File: src/rtl/i2c_regmap_slave_if.sv
// Pin-level bundle for the I2C register-map target: bus pins plus the board-side I/O it serves.
interface i2c_regmap_slave_if;
    logic       scl_i;
    logic       sda_i;
    logic       sda_o;
    logic       sda_oe;
    logic [7:0] led_out;
    logic [7:0] sw_in;
    logic       spi_active;
    logic [7:0] spi_rx_byte;

    modport slave (
        input  scl_i, sda_i, sw_in, spi_active, spi_rx_byte,
        output sda_o, sda_oe, led_out
    );

    modport master (
        output scl_i, sda_i, sw_in, spi_active, spi_rx_byte,
        input  sda_o, sda_oe, led_out
    );
endinterface

File: src/rtl/i2c_regmap_slave.sv
// 7-bit I2C target with an integrated 8-bit register map (LEDs, switches, SPI status).
// Define I2C_AUTOINC_EN to auto-increment the register pointer after each data byte.
module i2c_regmap_slave #(
    parameter logic [6:0] SLAVE_ADDR  = 7'h50,
    parameter logic [7:0] DEVICE_ID   = 8'hA7,
    parameter logic [7:0] VERSION_MAJ = 8'h01,
    parameter logic [7:0] VERSION_MIN = 8'h00,
    parameter logic [7:0] LINK_CAPS   = 8'h95
) (
    input  logic              clk,
    input  logic              rst,
    i2c_regmap_slave_if.slave bus
);
    typedef enum logic [3:0] {
        IDLE, ADDR, ADDR_ACK, REG_ADDR, REG_ACK,
        WR_DATA, WR_ACK, RD_DATA, RD_ACK, WAIT_STOP
    } state_t;

    state_t     r_state;
    state_t     w_nextState;
    logic [1:0] r_sclSync;
    logic [1:0] r_sdaSync;
    logic       r_sclPrev;
    logic       r_sdaPrev;
    logic [7:0] r_swMeta;
    logic [7:0] r_swSync;
    logic [3:0] r_bitCnt;
    logic [7:0] r_shift;
    logic [7:0] r_txShift;
    logic [7:0] r_ptr;
    logic [7:0] r_scratch0;
    logic [7:0] r_scratch1;
    logic [7:0] r_ledOut;
    logic       r_sdaOe;
    logic       r_masterAck;

    logic       w_scl;
    logic       w_sda;
    logic       w_sclRise;
    logic       w_sclFall;
    logic       w_start;
    logic       w_stop;
    logic       w_byteDone;
    logic       w_rxState;
    logic       w_cntState;
    logic       w_nextSdaOe;
    logic       w_wrStb;
    logic       w_ptrLoad;
    logic       w_ptrInc;
    logic       w_loadTx;
    logic       w_shiftTx;
    logic [7:0] w_rdData;

    assign w_scl      = r_sclSync[1];
    assign w_sda      = r_sdaSync[1];
    assign w_sclRise  = w_scl & ~r_sclPrev;
    assign w_sclFall  = ~w_scl & r_sclPrev;
    assign w_start    = r_sclPrev & w_scl & r_sdaPrev & ~w_sda;
    assign w_stop     = r_sclPrev & w_scl & ~r_sdaPrev & w_sda;
    assign w_byteDone = w_sclFall & (r_bitCnt == 4'd8);
    assign w_rxState  = (r_state == ADDR) || (r_state == REG_ADDR) || (r_state == WR_DATA);
    assign w_cntState = w_rxState || (r_state == RD_DATA);

    assign bus.sda_o   = 1'b0;
    assign bus.sda_oe  = r_sdaOe;
    assign bus.led_out = r_ledOut;

    // Sync flops idle high so leaving reset on an idle bus produces no false edges.
    always_ff @(posedge clk) begin
        if (rst) begin
            r_sclSync <= 2'b11;
            r_sdaSync <= 2'b11;
            r_sclPrev <= 1'b1;
            r_sdaPrev <= 1'b1;
            r_swMeta  <= 8'h00;
            r_swSync  <= 8'h00;
        end else begin
            r_sclSync <= {r_sclSync[0], bus.scl_i};
            r_sdaSync <= {r_sdaSync[0], bus.sda_i};
            r_sclPrev <= w_scl;
            r_sdaPrev <= w_sda;
            r_swMeta  <= bus.sw_in;
            r_swSync  <= r_swMeta;
        end
    end

    always_comb begin
        w_rdData = 8'h00;
        case (r_ptr)
            8'h00:   w_rdData = DEVICE_ID;
            8'h01:   w_rdData = VERSION_MAJ;
            8'h02:   w_rdData = VERSION_MIN;
            8'h03:   w_rdData = {7'b0, bus.spi_active};
            8'h04:   w_rdData = bus.spi_rx_byte;
            8'h05:   w_rdData = r_scratch0;
            8'h06:   w_rdData = r_scratch1;
            8'h10:   w_rdData = LINK_CAPS;
            8'h20:   w_rdData = r_ledOut;
            8'h22:   w_rdData = r_swSync;
            default: w_rdData = 8'h00;
        endcase
    end

    // Every sda_oe change is keyed to an SCL fall, so SDA never moves while SCL is high.
    always_comb begin
        w_nextState = r_state;
        w_nextSdaOe = r_sdaOe;
        w_wrStb     = 1'b0;
        w_ptrLoad   = 1'b0;
        w_ptrInc    = 1'b0;
        w_loadTx    = 1'b0;
        w_shiftTx   = 1'b0;
        if (w_start) begin
            w_nextState = ADDR;
            w_nextSdaOe = 1'b0;
        end else if (w_stop) begin
            w_nextState = IDLE;
            w_nextSdaOe = 1'b0;
        end else begin
            case (r_state)
                ADDR: begin
                    if (w_byteDone) begin
                        if (r_shift[7:1] == SLAVE_ADDR) begin
                            w_nextState = ADDR_ACK;
                            w_nextSdaOe = 1'b1;
                        end else begin
                            w_nextState = WAIT_STOP;
                        end
                    end
                end
                ADDR_ACK: begin
                    if (w_sclFall) begin
                        if (r_shift[0]) begin
                            w_nextState = RD_DATA;
                            w_loadTx    = 1'b1;
                            w_nextSdaOe = ~w_rdData[7];
                        end else begin
                            w_nextState = REG_ADDR;
                            w_nextSdaOe = 1'b0;
                        end
                    end
                end
                REG_ADDR: begin
                    if (w_byteDone) begin
                        w_nextState = REG_ACK;
                        w_ptrLoad   = 1'b1;
                        w_nextSdaOe = 1'b1;
                    end
                end
                REG_ACK, WR_ACK: begin
                    if (w_sclFall) begin
                        w_nextState = WR_DATA;
                        w_nextSdaOe = 1'b0;
                    end
                end
                WR_DATA: begin
                    if (w_byteDone) begin
                        w_nextState = WR_ACK;
                        w_wrStb     = 1'b1;
                        w_nextSdaOe = 1'b1;
`ifdef I2C_AUTOINC_EN
                        w_ptrInc    = 1'b1;
`endif
                    end
                end
                RD_DATA: begin
                    if (w_byteDone) begin
                        w_nextState = RD_ACK;
                        w_nextSdaOe = 1'b0;
                    end else if (w_sclFall) begin
                        w_shiftTx   = 1'b1;
                        w_nextSdaOe = ~r_txShift[6];
                    end
                end
                RD_ACK: begin
`ifdef I2C_AUTOINC_EN
                    if (w_sclRise) begin
                        w_ptrInc = 1'b1;
                    end
`endif
                    if (w_sclFall) begin
                        if (r_masterAck) begin
                            w_nextState = RD_DATA;
                            w_loadTx    = 1'b1;
                            w_nextSdaOe = ~w_rdData[7];
                        end else begin
                            w_nextState = WAIT_STOP;
                            w_nextSdaOe = 1'b0;
                        end
                    end
                end
                default: begin
                end
            endcase
        end
    end

    always_ff @(posedge clk) begin
        if (rst) begin
            r_state <= IDLE;
            r_sdaOe <= 1'b0;
        end else begin
            r_state <= w_nextState;
            r_sdaOe <= w_nextSdaOe;
        end
    end

    // Register writes land here; led_out follows r_ledOut one cycle after the strobe.
    always_ff @(posedge clk) begin
        if (rst) begin
            r_bitCnt    <= 4'd0;
            r_shift     <= 8'h00;
            r_txShift   <= 8'h00;
            r_ptr       <= 8'h00;
            r_scratch0  <= 8'h00;
            r_scratch1  <= 8'h00;
            r_ledOut    <= 8'h00;
            r_masterAck <= 1'b0;
        end else begin
            if (w_start || (w_nextState != r_state)) begin
                r_bitCnt <= 4'd0;
            end else if (w_sclRise && w_cntState && (r_bitCnt != 4'd8)) begin
                r_bitCnt <= r_bitCnt + 4'd1;
            end
            if (w_sclRise && w_rxState) begin
                r_shift <= {r_shift[6:0], w_sda};
            end
            if (w_sclRise && (r_state == RD_ACK)) begin
                r_masterAck <= ~w_sda;
            end
            if (w_loadTx) begin
                r_txShift <= w_rdData;
            end else if (w_shiftTx) begin
                r_txShift <= {r_txShift[6:0], 1'b0};
            end
            if (w_ptrLoad) begin
                r_ptr <= r_shift;
            end else if (w_ptrInc) begin
                r_ptr <= r_ptr + 8'd1;
            end
            if (w_wrStb) begin
                case (r_ptr)
                    8'h05:   r_scratch0 <= r_shift;
                    8'h06:   r_scratch1 <= r_shift;
                    8'h20:   r_ledOut   <= r_shift;
                    default: begin
                    end
                endcase
            end
        end
    end
endmodule

File: src/flat_wrapper.sv
// flat-port wrapper written by rule: the top's interface ports become plain ports
module i2c_regmap_slave_flat 
#(
    parameter logic [6:0] SLAVE_ADDR  = 7'h50,
    parameter logic [7:0] DEVICE_ID   = 8'hA7,
    parameter logic [7:0] VERSION_MAJ = 8'h01,
    parameter logic [7:0] VERSION_MIN = 8'h00,
    parameter logic [7:0] LINK_CAPS   = 8'h95
)
  (clk, rst, bus_scl_i, bus_sda_i, bus_sw_in, bus_spi_active, bus_spi_rx_byte, bus_sda_o, bus_sda_oe, bus_led_out);
  i2c_regmap_slave_if bus_i ();
  input  logic clk;
  input  logic rst;
  input wire logic [$bits(bus_i.scl_i)-1:0] bus_scl_i;
  input wire logic [$bits(bus_i.sda_i)-1:0] bus_sda_i;
  input wire logic [$bits(bus_i.sw_in)-1:0] bus_sw_in;
  input wire logic [$bits(bus_i.spi_active)-1:0] bus_spi_active;
  input wire logic [$bits(bus_i.spi_rx_byte)-1:0] bus_spi_rx_byte;
  output wire logic [$bits(bus_i.sda_o)-1:0] bus_sda_o;
  output wire logic [$bits(bus_i.sda_oe)-1:0] bus_sda_oe;
  output wire logic [$bits(bus_i.led_out)-1:0] bus_led_out;
  assign bus_i.scl_i = bus_scl_i;
  assign bus_i.sda_i = bus_sda_i;
  assign bus_i.sw_in = bus_sw_in;
  assign bus_i.spi_active = bus_spi_active;
  assign bus_i.spi_rx_byte = bus_spi_rx_byte;
  assign bus_sda_o = bus_i.sda_o;
  assign bus_sda_oe = bus_i.sda_oe;
  assign bus_led_out = bus_i.led_out;
  i2c_regmap_slave #(.SLAVE_ADDR(SLAVE_ADDR), .DEVICE_ID(DEVICE_ID), .VERSION_MAJ(VERSION_MAJ), .VERSION_MIN(VERSION_MIN), .LINK_CAPS(LINK_CAPS)) u_core (.clk(clk), .rst(rst), .bus(bus_i));
endmodule
File: config.mk
export PLATFORM = sky130hd
export DESIGN_NAME = i2c_regmap_slave_flat
export DESIGN_NICKNAME = d
export VERILOG_FILES = /design/src/rtl/i2c_regmap_slave_if.sv /design/src/rtl/i2c_regmap_slave.sv /design/src/flat_wrapper.sv
export SDC_FILE = /design/constraint.sdc
export NUM_CORES = 1
export LEC_CHECK = 0
export BUFFER_PORTS_ARGS = -buffer_cell sky130_fd_sc_hd__buf_2
export CAP_MARGIN = 20
export CELL_PAD_IN_SITES_DETAIL_PLACEMENT = 0
export CELL_PAD_IN_SITES_GLOBAL_PLACEMENT = 1
export CORE_UTILIZATION = 30
export CTS_BUF_LIST = sky130_fd_sc_hd__clkbuf_4 sky130_fd_sc_hd__clkbuf_8 sky130_fd_sc_hd__clkbuf_16
export CTS_CLUSTER_SIZE = 28
export DETAILED_ROUTE_END_ITERATION = 12
export GPL_TIMING_DRIVEN = 1
export MAX_ROUTING_LAYER = met4
export PLACE_DENSITY = 0.65
export SYNTH_ARGS = -nofsm -noshare
export SYNTH_HDL_FRONTEND = slang
export SYNTH_SLANG_ARGS = --single-unit
File: constraint.sdc
create_clock -name clk -period 4.8 [get_ports clk]
set_input_delay 0.24 -clock clk [delete_from_list [all_inputs] [get_ports clk]]
set_output_delay 0.24 -clock clk [all_outputs]
set_load 0.02 [all_outputs]
### Word level (Yosys, flattened, before mapping)

Cells that the tools add are included.

* add/sub/neg operators: 1
* $mul: 0
* div/mod/pow operators: 0
* order comparisons: 0
* equal/unequal tests: 27
* shift operators: 0
* multiplexer cells: 46
* bitwise operators: 14
* reduce and logical (&&, ||, !) cells: 19

Operators with widths (count)
* 8-bit one-hot mux with 9 select lines: 1
* 4-bit 2-to-1 mux: 11
* 1-bit 2-to-1 mux: 28
* 4-bit one-hot mux with 7 select lines: 1
* 8-bit by 3-bit equality test with 1-bit output, second input constant: 3
* 4-bit by 3-bit equality test with 1-bit output, second input constant: 4
* 8-bit by 6-bit equality test with 1-bit output, second input constant: 2
* 7-bit 2-to-1 mux: 2
* 2-bit by 1-bit inequality test with 1-bit output, second input constant: 5
* 1-bit AND: 8
* 4-bit by 2-bit equality test with 1-bit output, second input constant: 2
* 4-bit equality test, second input constant: 2
* 8-bit by 1-bit equality test with 1-bit output, second input constant: 1
* 8-bit by 2-bit equality test with 1-bit output, second input constant: 1
* 8-bit by 5-bit equality test with 1-bit output, second input constant: 1
* 8-bit logical NOT: 1
* 8-bit AND reduction: 1
* 7-bit equality test, second input constant: 1
* 1-bit NOT: 6
* 1-bit one-hot mux with 6 select lines: 1
* 2-bit AND reduction: 3
* 6-bit nonzero test: 1
* 2-bit OR reduction: 3
* 4-bit by 1-bit adder with 4-bit output, second input constant: 1
* other kinds (11): 17

* register bits after elaboration: 79
* latch bits: 0
* bits in writable memories: 0
* bits in read-only memories: 0
* logic and storage cells: 123
* memories kept: 0

### Depth between registers and ports, before layout

Gate-level depths: netlist of the first run.

* word-level depth: 10
* gate-level depth with buffers: 8

### Least setup slack after synthesis of the first run

OpenSTA, ideal clock, no wires.

* path kind: register to register
* start point: register u_core.r_bitCnt[0]
* end point: register u_core.r_ledOut[0], in the netlist u_core.bus.led_out[0]
* library setup time: 0.128 ns
* data arrival time: 1.932 ns
* setup slack: 2.741 ns
* cell stages (with the launch flop): 9
* clock period less this slack: 2.059 ns
* cell sequence: dfxtp_1 inv_1 ha_1 nand3b_1 or3_1 or4_1 buf_6 mux2i_1 nor2_1

* word-level cells in the longest chain between the ends: 7

RTL lines
* start, declared: line i2c_regmap_slave.sv:27 `logic [3:0] r_bitCnt;`
* start signal, assigned: line i2c_regmap_slave.sv:223 `r_bitCnt <= r_bitCnt + 4'd1;`
* 4-bit equality test: line i2c_regmap_slave.sv:60 `assign w_byteDone = w_sclFall & (r_bitCnt == 4'd8);`
* 1-bit AND: line i2c_regmap_slave.sv:60
* 1-bit 2-to-1 mux: line i2c_regmap_slave.sv:157 `if (w_byteDone) begin`
* 1-bit 2-to-1 mux: line i2c_regmap_slave.sv:120 `case (r_state)`
* 1-bit 2-to-1 mux: line i2c_regmap_slave.sv:116 `end else if (w_stop) begin`
* 1-bit 2-to-1 mux: line i2c_regmap_slave.sv:113 `if (w_start) begin`
* 2-bit AND reduction (no source line)
* end signal, assigned: line i2c_regmap_slave.sv:245 `8'h20: r_ledOut <= r_shift;`
* end, declared: line i2c_regmap_slave.sv:33 `logic [7:0] r_ledOut;`

No other way between the ends.
A chain may end at the register's enable or synchronous reset.

### Final worst setup path of the first run

* start point: register u_core.r_bitCnt[0]
* end point: register u_core.r_ledOut[7], in the netlist u_core.bus.led_out[7]

Same word-level chain as after synthesis.

==> run summary, run 1 <==
STATUS
----------------------------------------------------------------------------------------
Outcome                                                                     complete, no violations

YOSYS
----------------------------------------------------------------------------------------
Syn_area_per_cell                                                              8.67 um^2
Distinct cell type count of the synthesized netlist                                   61
Number of synthesized flops with an enable pin                                         0
Total number of yosys warnings                                                         0
Portion of the post-synthesis area used by sequential elements                     0.412
Most instantiated flip-flop cell in the synthesis netlist                   sky130_fd_sc_hd__dfxtp_1
Fraction of synthesis flops using an asynchronous set or reset pin                     0
Syn_nets                                                                             466
Netlist area before placement                                                  3840 um^2
Mapped Cells                                                                         443
Seq cells post-synth                                                                  79

GLOBAL ROUTING
----------------------------------------------------------------------------------------
Number of antenna violations at the first check in global routing                      0
GRT Total Usage                                                                    0.171
Number of global-route vias before repair                                           3134
Grt total ovfl                                                                         0
First-pass GRT wire length                                                       16.8 mm
Maximum number of pins on one net before global-route repair                          75

STA
----------------------------------------------------------------------------------------
Number of hold violations in the final report                                          0
Setup violation total in the final timing report                                       0
Maximum frequency from static timing analysis                                    388 MHz
Final TNS setup                                                                     0 ps
Portion of the clock cycle consumed by the worst path in the final layout          0.537
RSZ-0062 raised after global routing                                                  no
Time the final worst path needs with I/O delays and setup                        2580 ps
Worst Max-Slew Pin Slew                                                           775 ps
Worst setup skew after layout                                                    3.11 ps
Worst rel slew slack                                                               0.483
Pins Over Slew Limit                                                                   0

POWER AND IR DROP
----------------------------------------------------------------------------------------
Worst VDD drop                                                                  0.188 mV
Power per unit of standard cell area                                         334 nW/um^2
Leakage dissipation                                                              1.71 nW
Overall power of the completed layout                                            1.47 mW

ROUTING
----------------------------------------------------------------------------------------
Total wirelength of the detailed-routed design                                   10.0 mm
Iteration count of the initial detailed-routing pass                                   4
Vias/cell                                                                           5.21
Initial drt markers                                                                  107
Post-detailed-route wirelength per cell                                          16.0 um
# DRC                                                                                  0
Number of nets with antenna violations after routing                                   0
Number of vias after detailed routing                                               3271

FINISH
----------------------------------------------------------------------------------------
Area Overhead vs Synth                                                             14.5%
Nets@finish                                                                          478
Number of antenna diodes                                                               0
Fill cell total of the finished layout                                              1310
Finished Cell Area                                                             4400 um^2
Area used by multi-input combinational logic                                   2080 um^2
Reg area                                                                       1580 um^2
Share of post-route cells with drive strength above 1                              0.143

SETUP PATH
----------------------------------------------------------------------------------------
Arrival time reported for the critical path endpoint                             2770 ps
Critical path startpoint category                                                   flop
Category of the critical setup timing path                                    reg -> reg
Highest fanout seen on the critical path                                               9
Element type at the critical path end                                               flop
WP data required                                                                 4990 ps
Register-to-register path setup slack                                            2220 ps

PLACEMENT
----------------------------------------------------------------------------------------
Post-Place Cell Area                                                           4080 um^2
Count of input and output buffers                                                     29
DP HPWL                                                                          6.90 mm
Final RePlAce weighted congestion                                                  0.819

CLOCKING
----------------------------------------------------------------------------------------
Longest Clk Path Bufs                                                                  2
CTS Sinks                                                                             79
Clock root buffer                                                           sky130_fd_sc_hd__clkbuf_16
Insertion delay to the later sink of the worst-skew pair                          340 ps
Clock Pin Slew Worst Setup and Hold Paths                                          60 ps
Total of cells resized after clock tree synthesis                                      0
Clock tree from TritonCTS                                                            yes
Number of H-tree levels                                                                3
Postcts setup bufs                                                                     0
Post-CTS Hold Buffers                                                                  0
Number of buffers created by CTS                                                       9

FLOORPLANNING
----------------------------------------------------------------------------------------
Die X-Extent                                                                      115 um
Number of placed I/O pins                                                             31
Die area                                                                      13300 um^2
Initial core utilization                                                           0.313
Chip Height                                                                       115 um
Placement row count                                                                   40
Placeable core area                                                           12300 um^2

WORST HOLD PATH
----------------------------------------------------------------------------------------
Type of the tightest min-delay check                                           in -> reg

FLOW RUN
----------------------------------------------------------------------------------------
Max-capacitance violation count                                                        0

## layout by cell type, fill, tap and decap left out, types with 5 or more instances in the layout
cell	Yosys	layout
sky130_fd_sc_hd__dfxtp_1	79	79
sky130_fd_sc_hd__nor2_1	56	56
sky130_fd_sc_hd__mux2i_1	42	42
sky130_fd_sc_hd__nand2_1	32	32
sky130_fd_sc_hd__buf_2	6	29
sky130_fd_sc_hd__a21oi_1	25	25
sky130_fd_sc_hd__nor2b_1	23	23
sky130_fd_sc_hd__nand3_1	16	16
sky130_fd_sc_hd__a211oi_1	11	11
sky130_fd_sc_hd__inv_1	9	9
sky130_fd_sc_hd__or2_2	9	9
sky130_fd_sc_hd__o21ai_0	9	9
sky130_fd_sc_hd__clkbuf_16	0	9
sky130_fd_sc_hd__nand3b_1	8	8
sky130_fd_sc_hd__nor3_1	7	7
sky130_fd_sc_hd__nand4_1	6	6
sky130_fd_sc_hd__a31oi_1	6	6
sky130_fd_sc_hd__o22ai_1	5	5
## critical path: stages, from the launching register on
cell                       delay [ps]
sky130_fd_sc_hd__dfxtp_1          330
sky130_fd_sc_hd__inv_1            100
sky130_fd_sc_hd__ha_1             180
sky130_fd_sc_hd__nand3b_1         280
sky130_fd_sc_hd__or3_1            450
sky130_fd_sc_hd__or4_1            800
sky130_fd_sc_hd__mux2i_1          270
sky130_fd_sc_hd__nor2_1            50
## synthesized netlist by cell type (2+ instances only)
cell | instances | area [um^2]
sky130_fd_sc_hd__nor4_1 | 2 | 12.5
sky130_fd_sc_hd__or3_1 | 3 | 18.8
sky130_fd_sc_hd__or4_1 | 3 | 22.5
sky130_fd_sc_hd__o31ai_1 | 2 | 15.0
sky130_fd_sc_hd__clkbuf_1 | 21 | 78.8
sky130_fd_sc_hd__dfxtp_1 | 79 | 1580
sky130_fd_sc_hd__inv_1 | 9 | 33.8
sky130_fd_sc_hd__mux2i_1 | 42 | 420
sky130_fd_sc_hd__nand3_1 | 16 | 80.1
sky130_fd_sc_hd__a31oi_1 | 6 | 37.5
sky130_fd_sc_hd__o21ai_0 | 9 | 45.0
sky130_fd_sc_hd__nand3b_1 | 8 | 60.1
sky130_fd_sc_hd__nand2b_1 | 4 | 25.0
sky130_fd_sc_hd__nand2_1 | 32 | 120
sky130_fd_sc_hd__nor2_1 | 56 | 210
sky130_fd_sc_hd__a211oi_1 | 11 | 82.6
sky130_fd_sc_hd__nor3_1 | 7 | 35.0
sky130_fd_sc_hd__o21ai_1 | 4 | 20.0
sky130_fd_sc_hd__ha_1 | 2 | 25.0
sky130_fd_sc_hd__a211o_1 | 3 | 26.3
sky130_fd_sc_hd__xor2_1 | 2 | 17.5
sky130_fd_sc_hd__o22ai_1 | 5 | 31.3
sky130_fd_sc_hd__buf_6 | 3 | 33.8
sky130_fd_sc_hd__buf_2 | 6 | 30.0
sky130_fd_sc_hd__xnor2_1 | 4 | 35.0
sky130_fd_sc_hd__nor2b_1 | 23 | 144
sky130_fd_sc_hd__a21oi_1 | 25 | 125
sky130_fd_sc_hd__a21boi_0 | 3 | 22.5
sky130_fd_sc_hd__nor4_2 | 2 | 25.0
sky130_fd_sc_hd__or2_2 | 9 | 56.3
sky130_fd_sc_hd__o32ai_1 | 2 | 17.5
sky130_fd_sc_hd__a2bb2oi_1 | 4 | 35.0
sky130_fd_sc_hd__nor4b_1 | 2 | 17.5
sky130_fd_sc_hd__nand4_1 | 6 | 37.5
sky130_fd_sc_hd__a311oi_1 | 2 | 17.5
## final timing paths
path,start,to,depth (start not counted)
hold reg to reg,u_core.r_sdaSync[0],u_core.r_sdaSync[1],1
setup reg to reg,u_core.r_bitCnt[0],u_core.bus.led_out[7],7
hold / removal,bus_sda_i,u_core.r_sdaSync[0],2
setup / recovery,u_core.r_bitCnt[0],u_core.bus.led_out[7],7
## area by class of cell
class,instances,area share
Sequential cell,79,0.360
Inverter,9,0.00768
Tap cell,168,0.0478
Multi-Input combinational cell,323,0.474
Timing Repair Buffer,33,0.0398
Clock inverter,3,0.00910
Clock buffer,13,0.0623
## power breakdown
| group | switching [mW] | total [mW] | internal, mW |
|---|---|---|---|
| logic | 0.0367 | 0.0708 | 0.0341 |
| registers | 0.0153 | 0.682 | 0.667 |
| clock network | 0.266 | 0.715 | 0.449 |
## sequential cells by signal (all words and copies together), names as in the netlist
register and count:
u_core.bus.led_out 8, u_core.bus.sda_oe 1, u_core.r_bitCnt 4, u_core.r_masterAck 1
u_core.r_ptr 8, u_core.r_sclPrev 1, u_core.r_sclSync 2, u_core.r_scratch0 8
u_core.r_scratch1 8, u_core.r_sdaPrev 1, u_core.r_sdaSync 2, u_core.r_shift 8
u_core.r_state 4, u_core.r_swMeta 8, u_core.r_swSync 8, u_core.r_txShift 7
## through the flow
step / util / hold WS, ps / setup WS (ps) / std cells
detailed placement: 0.333 / 394 / 2280 / 612
global route: 0.359 / 77.3 / 2060 / 628
global placement: 0.333 / 395 / 2330 / 612
floorplan: - / 344 / 2740 / 443
CTS: 0.359 / 72.5 / 2270 / 628
finish: 0.359 / 81.8 / 2220 / 628
## cell families (layout without fill, tap and decap cells)
group,after synthesis,after routing,synth area share
other cells,1,1,0.000977
compound gates,92,92,0.166
simple gates,180,180,0.242
fa+ha+maj,2,2,0.00652
flops,79,79,0.412
buf+inv,41,58,0.0489
xor+xnor,6,6,0.0137
mux,42,42,0.109
## routing by layer
metal | vias up | part of all wire | global-route usage
met4 | 0 | 0.029 | 0.0874
li1 | 1607 | - | -
met1 | 1566 | 0.47 | 0.218
met2 | 76 | 0.47 | 0.263
met5 | - | 0 | -
met3 | 22 | 0.035 | 0.0258
No activity file was read; power rests on OpenSTA's default activity.
==> run 2, diff against run 1 <==
--- a/config.mk
+++ b/config.mk
@@ -15,7 +15,7 @@
 export DETAILED_ROUTE_END_ITERATION = 12
 export GPL_TIMING_DRIVEN = 1
 export MAX_ROUTING_LAYER = met4
-export PLACE_DENSITY = 0.65
+export PLACE_DENSITY = 0.67
 export SYNTH_ARGS = -nofsm -noshare
 export SYNTH_HDL_FRONTEND = slang
 export SYNTH_SLANG_ARGS = --single-unit
==> constraint.sdc (replaced) <==
create_clock -name clk -period 2.25 [get_ports clk]
set_input_delay 0.1125 -clock clk [delete_from_list [all_inputs] [get_ports clk]]
set_output_delay 0.1125 -clock clk [all_outputs]
set_load 0.02 [all_outputs]
==> run 2 against run 1 <==
Against the previous run:
- die area stayed put
- maximum frequency grew 19%
- sequential share of layout area fell by 2.5 points
- power rose by 120%
- cell count is 6.1% higher
- routed wire length increased by 7.8%
- combinational power rose to 2.8 times the previous value
- sequential power is 110% higher
- critical endpoint is now u_core.r_bitCnt[1]
==> run summary, run 2 (same netlist as run 1, synthesis figures left out) <==
ROUTING
----------------------------------------------------------------------------------------
Number of nets with antenna violations after routing                                   0
Iteration count of the initial detailed-routing pass                                   4
Number of vias after detailed routing                                               3343
Vias/cell                                                                           5.02
Total wirelength of the detailed-routed design                                   10.8 mm
# DRC                                                                                  0
Initial drt markers                                                                  212
Post-detailed-route wirelength per cell                                          16.3 um

STA
----------------------------------------------------------------------------------------
Number of hold violations in the final report                                          0
Setup slack after layout                                                         79.8 ps
Worst setup skew after layout                                                    8.14 ps
Worst rel slew slack                                                               0.493
Portion of the clock cycle consumed by the worst path in the final layout          0.965
Setup violation total in the final timing report                                       0
Final TNS setup                                                                     0 ps
RSZ-0062 raised after global routing                                                  no
Worst Max-Slew Pin Slew                                                           750 ps
Maximum frequency from static timing analysis                                    461 MHz
Pins Over Slew Limit                                                                   0
Time the final worst path needs with I/O delays and setup                        2170 ps

SETUP PATH
----------------------------------------------------------------------------------------
Arrival time reported for the critical path endpoint                             2440 ps
Kind of cell adding the most delay to the critical path                     simple AND/OR/NAND/NOR gates
Element type at the critical path end                                               flop
WP data required                                                                 2520 ps
Critical path startpoint category                                                   flop
Largest stage delay, worst path                                                   670 ps
Worst path bufs/invs                                                                   0
Critical path cell sequence                                                 nor4b_1 > a31oi_1 > o21ai_1 > nand4_1 > a21oi_1
Category of the critical setup timing path                                    reg -> reg
Crit path max-delay cell type                                               sky130_fd_sc_hd__nor4b_1
Highest fanout seen on the critical path                                               7

FLOORPLANNING
----------------------------------------------------------------------------------------
Initial core utilization                                                           0.313
Number of placed I/O pins                                                             31
Die X-Extent                                                                      115 um
Placeable core area                                                           12300 um^2
Chip Height                                                                       115 um
Placement row count                                                                   40
Die area                                                                      13300 um^2

GLOBAL ROUTING
----------------------------------------------------------------------------------------
GRT Total Usage                                                                    0.182
First-pass GRT wire length                                                       17.4 mm
Maximum number of pins on one net before global-route repair                          42
Number of antenna violations at the first check in global routing                      0
Grt total ovfl                                                                         0
Number of global-route vias before repair                                           3290

CLOCKING
----------------------------------------------------------------------------------------
Postcts setup bufs                                                                     0
CTS Sinks                                                                             79
Insertion delay to the later sink of the worst-skew pair                          340 ps
Clock root buffer                                                           sky130_fd_sc_hd__clkbuf_16
Number of H-tree levels                                                                3
Clock tree from TritonCTS                                                            yes
Number of buffers created by CTS                                                       9
Longest Clk Path Bufs                                                                  2
Clock Pin Slew Worst Setup and Hold Paths                                          60 ps

POWER AND IR DROP
----------------------------------------------------------------------------------------
Power per unit of standard cell area                                         668 nW/um^2
Leakage dissipation                                                              1.90 nW
Worst VDD drop                                                                  0.465 mV

FINISH
----------------------------------------------------------------------------------------
Area used by multi-input combinational logic                                   2090 um^2
Commonest cells after routing, fill and taps aside                          sky130_fd_sc_hd__dfxtp_1 (79), sky130_fd_sc_hd__nor2_1 (56), sky130_fd_sc_hd__mux2i_1 (42)
Number of antenna diodes                                                               0
Share of post-route cells with drive strength above 1                              0.195
Reg area                                                                       1580 um^2
Most common cell after layout, fill and taps aside                          sky130_fd_sc_hd__dfxtp_1
Fill cell total of the finished layout                                              1244
Finished Cell Area                                                             4730 um^2
Nets@finish                                                                          516
Area Overhead vs Synth                                                             23.3%

STATUS
----------------------------------------------------------------------------------------
Outcome                                                                     complete, no violations

PLACEMENT
----------------------------------------------------------------------------------------
Final RePlAce weighted congestion                                                  0.851
Count of input and output buffers                                                     29
Pre-CTS WS                                                                       70.2 ps
Post-Place Cell Area                                                           4310 um^2
DP HPWL                                                                          7.81 mm

WORST HOLD PATH
----------------------------------------------------------------------------------------
Type of the tightest min-delay check                                           in -> reg

FLOW RUN
----------------------------------------------------------------------------------------
Max-capacitance violation count                                                        0

-- run 2: cell types whose count changed in the layout (fill, tap and decap cells not counted) --
cell / previous run / this run
sky130_fd_sc_hd__or3_1: 3 / 2
sky130_fd_sc_hd__buf_12: 0 / 1
sky130_fd_sc_hd__buf_4: 4 / 31
sky130_fd_sc_hd__buf_6: 0 / 1
sky130_fd_sc_hd__or3_4: 0 / 1
sky130_fd_sc_hd__nor4_1: 1 / 0
sky130_fd_sc_hd__dlygate4sd3_1: 0 / 9
sky130_fd_sc_hd__nor4_2: 3 / 4
-- run 2: worst paths after layout --
kind	start	end	slack [ps]	cells past startpoint
hold / removal	bus_sw_in[2]	u_core.r_swMeta[2]	9	2
setup reg to reg	u_core.r_shift[4]	u_core.r_bitCnt[1]	80	5
setup / recovery	u_core.r_shift[4]	u_core.r_bitCnt[1]	80	5
hold reg to reg	u_core.r_sdaSync[0]	u_core.r_sdaSync[1]	410	1
-- run 2: metrics by stage --
stage / cells / power, mW / utilization / hold slack [ps]
after floorplan: 443 / 1.59 / - / 216
after global placement: 641 / 1.65 / 0.352 / 298
after detailed placement: 641 / 1.65 / 0.352 / 302
after CTS: 666 / 3.20 / 0.385 / 16.5
after global routing: 666 / 3.29 / 0.386 / 10.7
final: 666 / 3.16 / 0.386 / 9.24
-- run 2: area by class of cell --
cell class	instances	area share
clock buffers	13	0.0579
clock inverters	3	0.00846
inverters	9	0.00714
multi-input cells	323	0.443
flip-flops and latches	79	0.334
well taps	168	0.0444
repair buffers	71	0.105
-- run 2: power breakdown --
part	leakage, nW	switching (mW)	total [mW]	internal (mW)
clock	0.159	0.569	1.53	0.959
combinational	1.10	0.103	0.197	0.0944
sequential	0.641	0.0175	1.44	1.42
total	1.90	0.689	3.16	2.48
-- run 2: routing by layer --
layer | share of wire | vias to the layer above | track usage
met2 | 0.47 | 64 | 0.288
li1 | - | 1675 | -
met1 | 0.48 | 1590 | 0.227
met4 | 0.016 | 0 | 0.0693
met3 | 0.032 | 14 | 0.0353
met5 | 0 | - | -
-- run 2: what timing repair did --
item	in CTS	in global routing
hold buffers	9	0
endpoints found under the setup margin	0	13
endpoints found under the hold margin	9	0
resized for setup	0	3
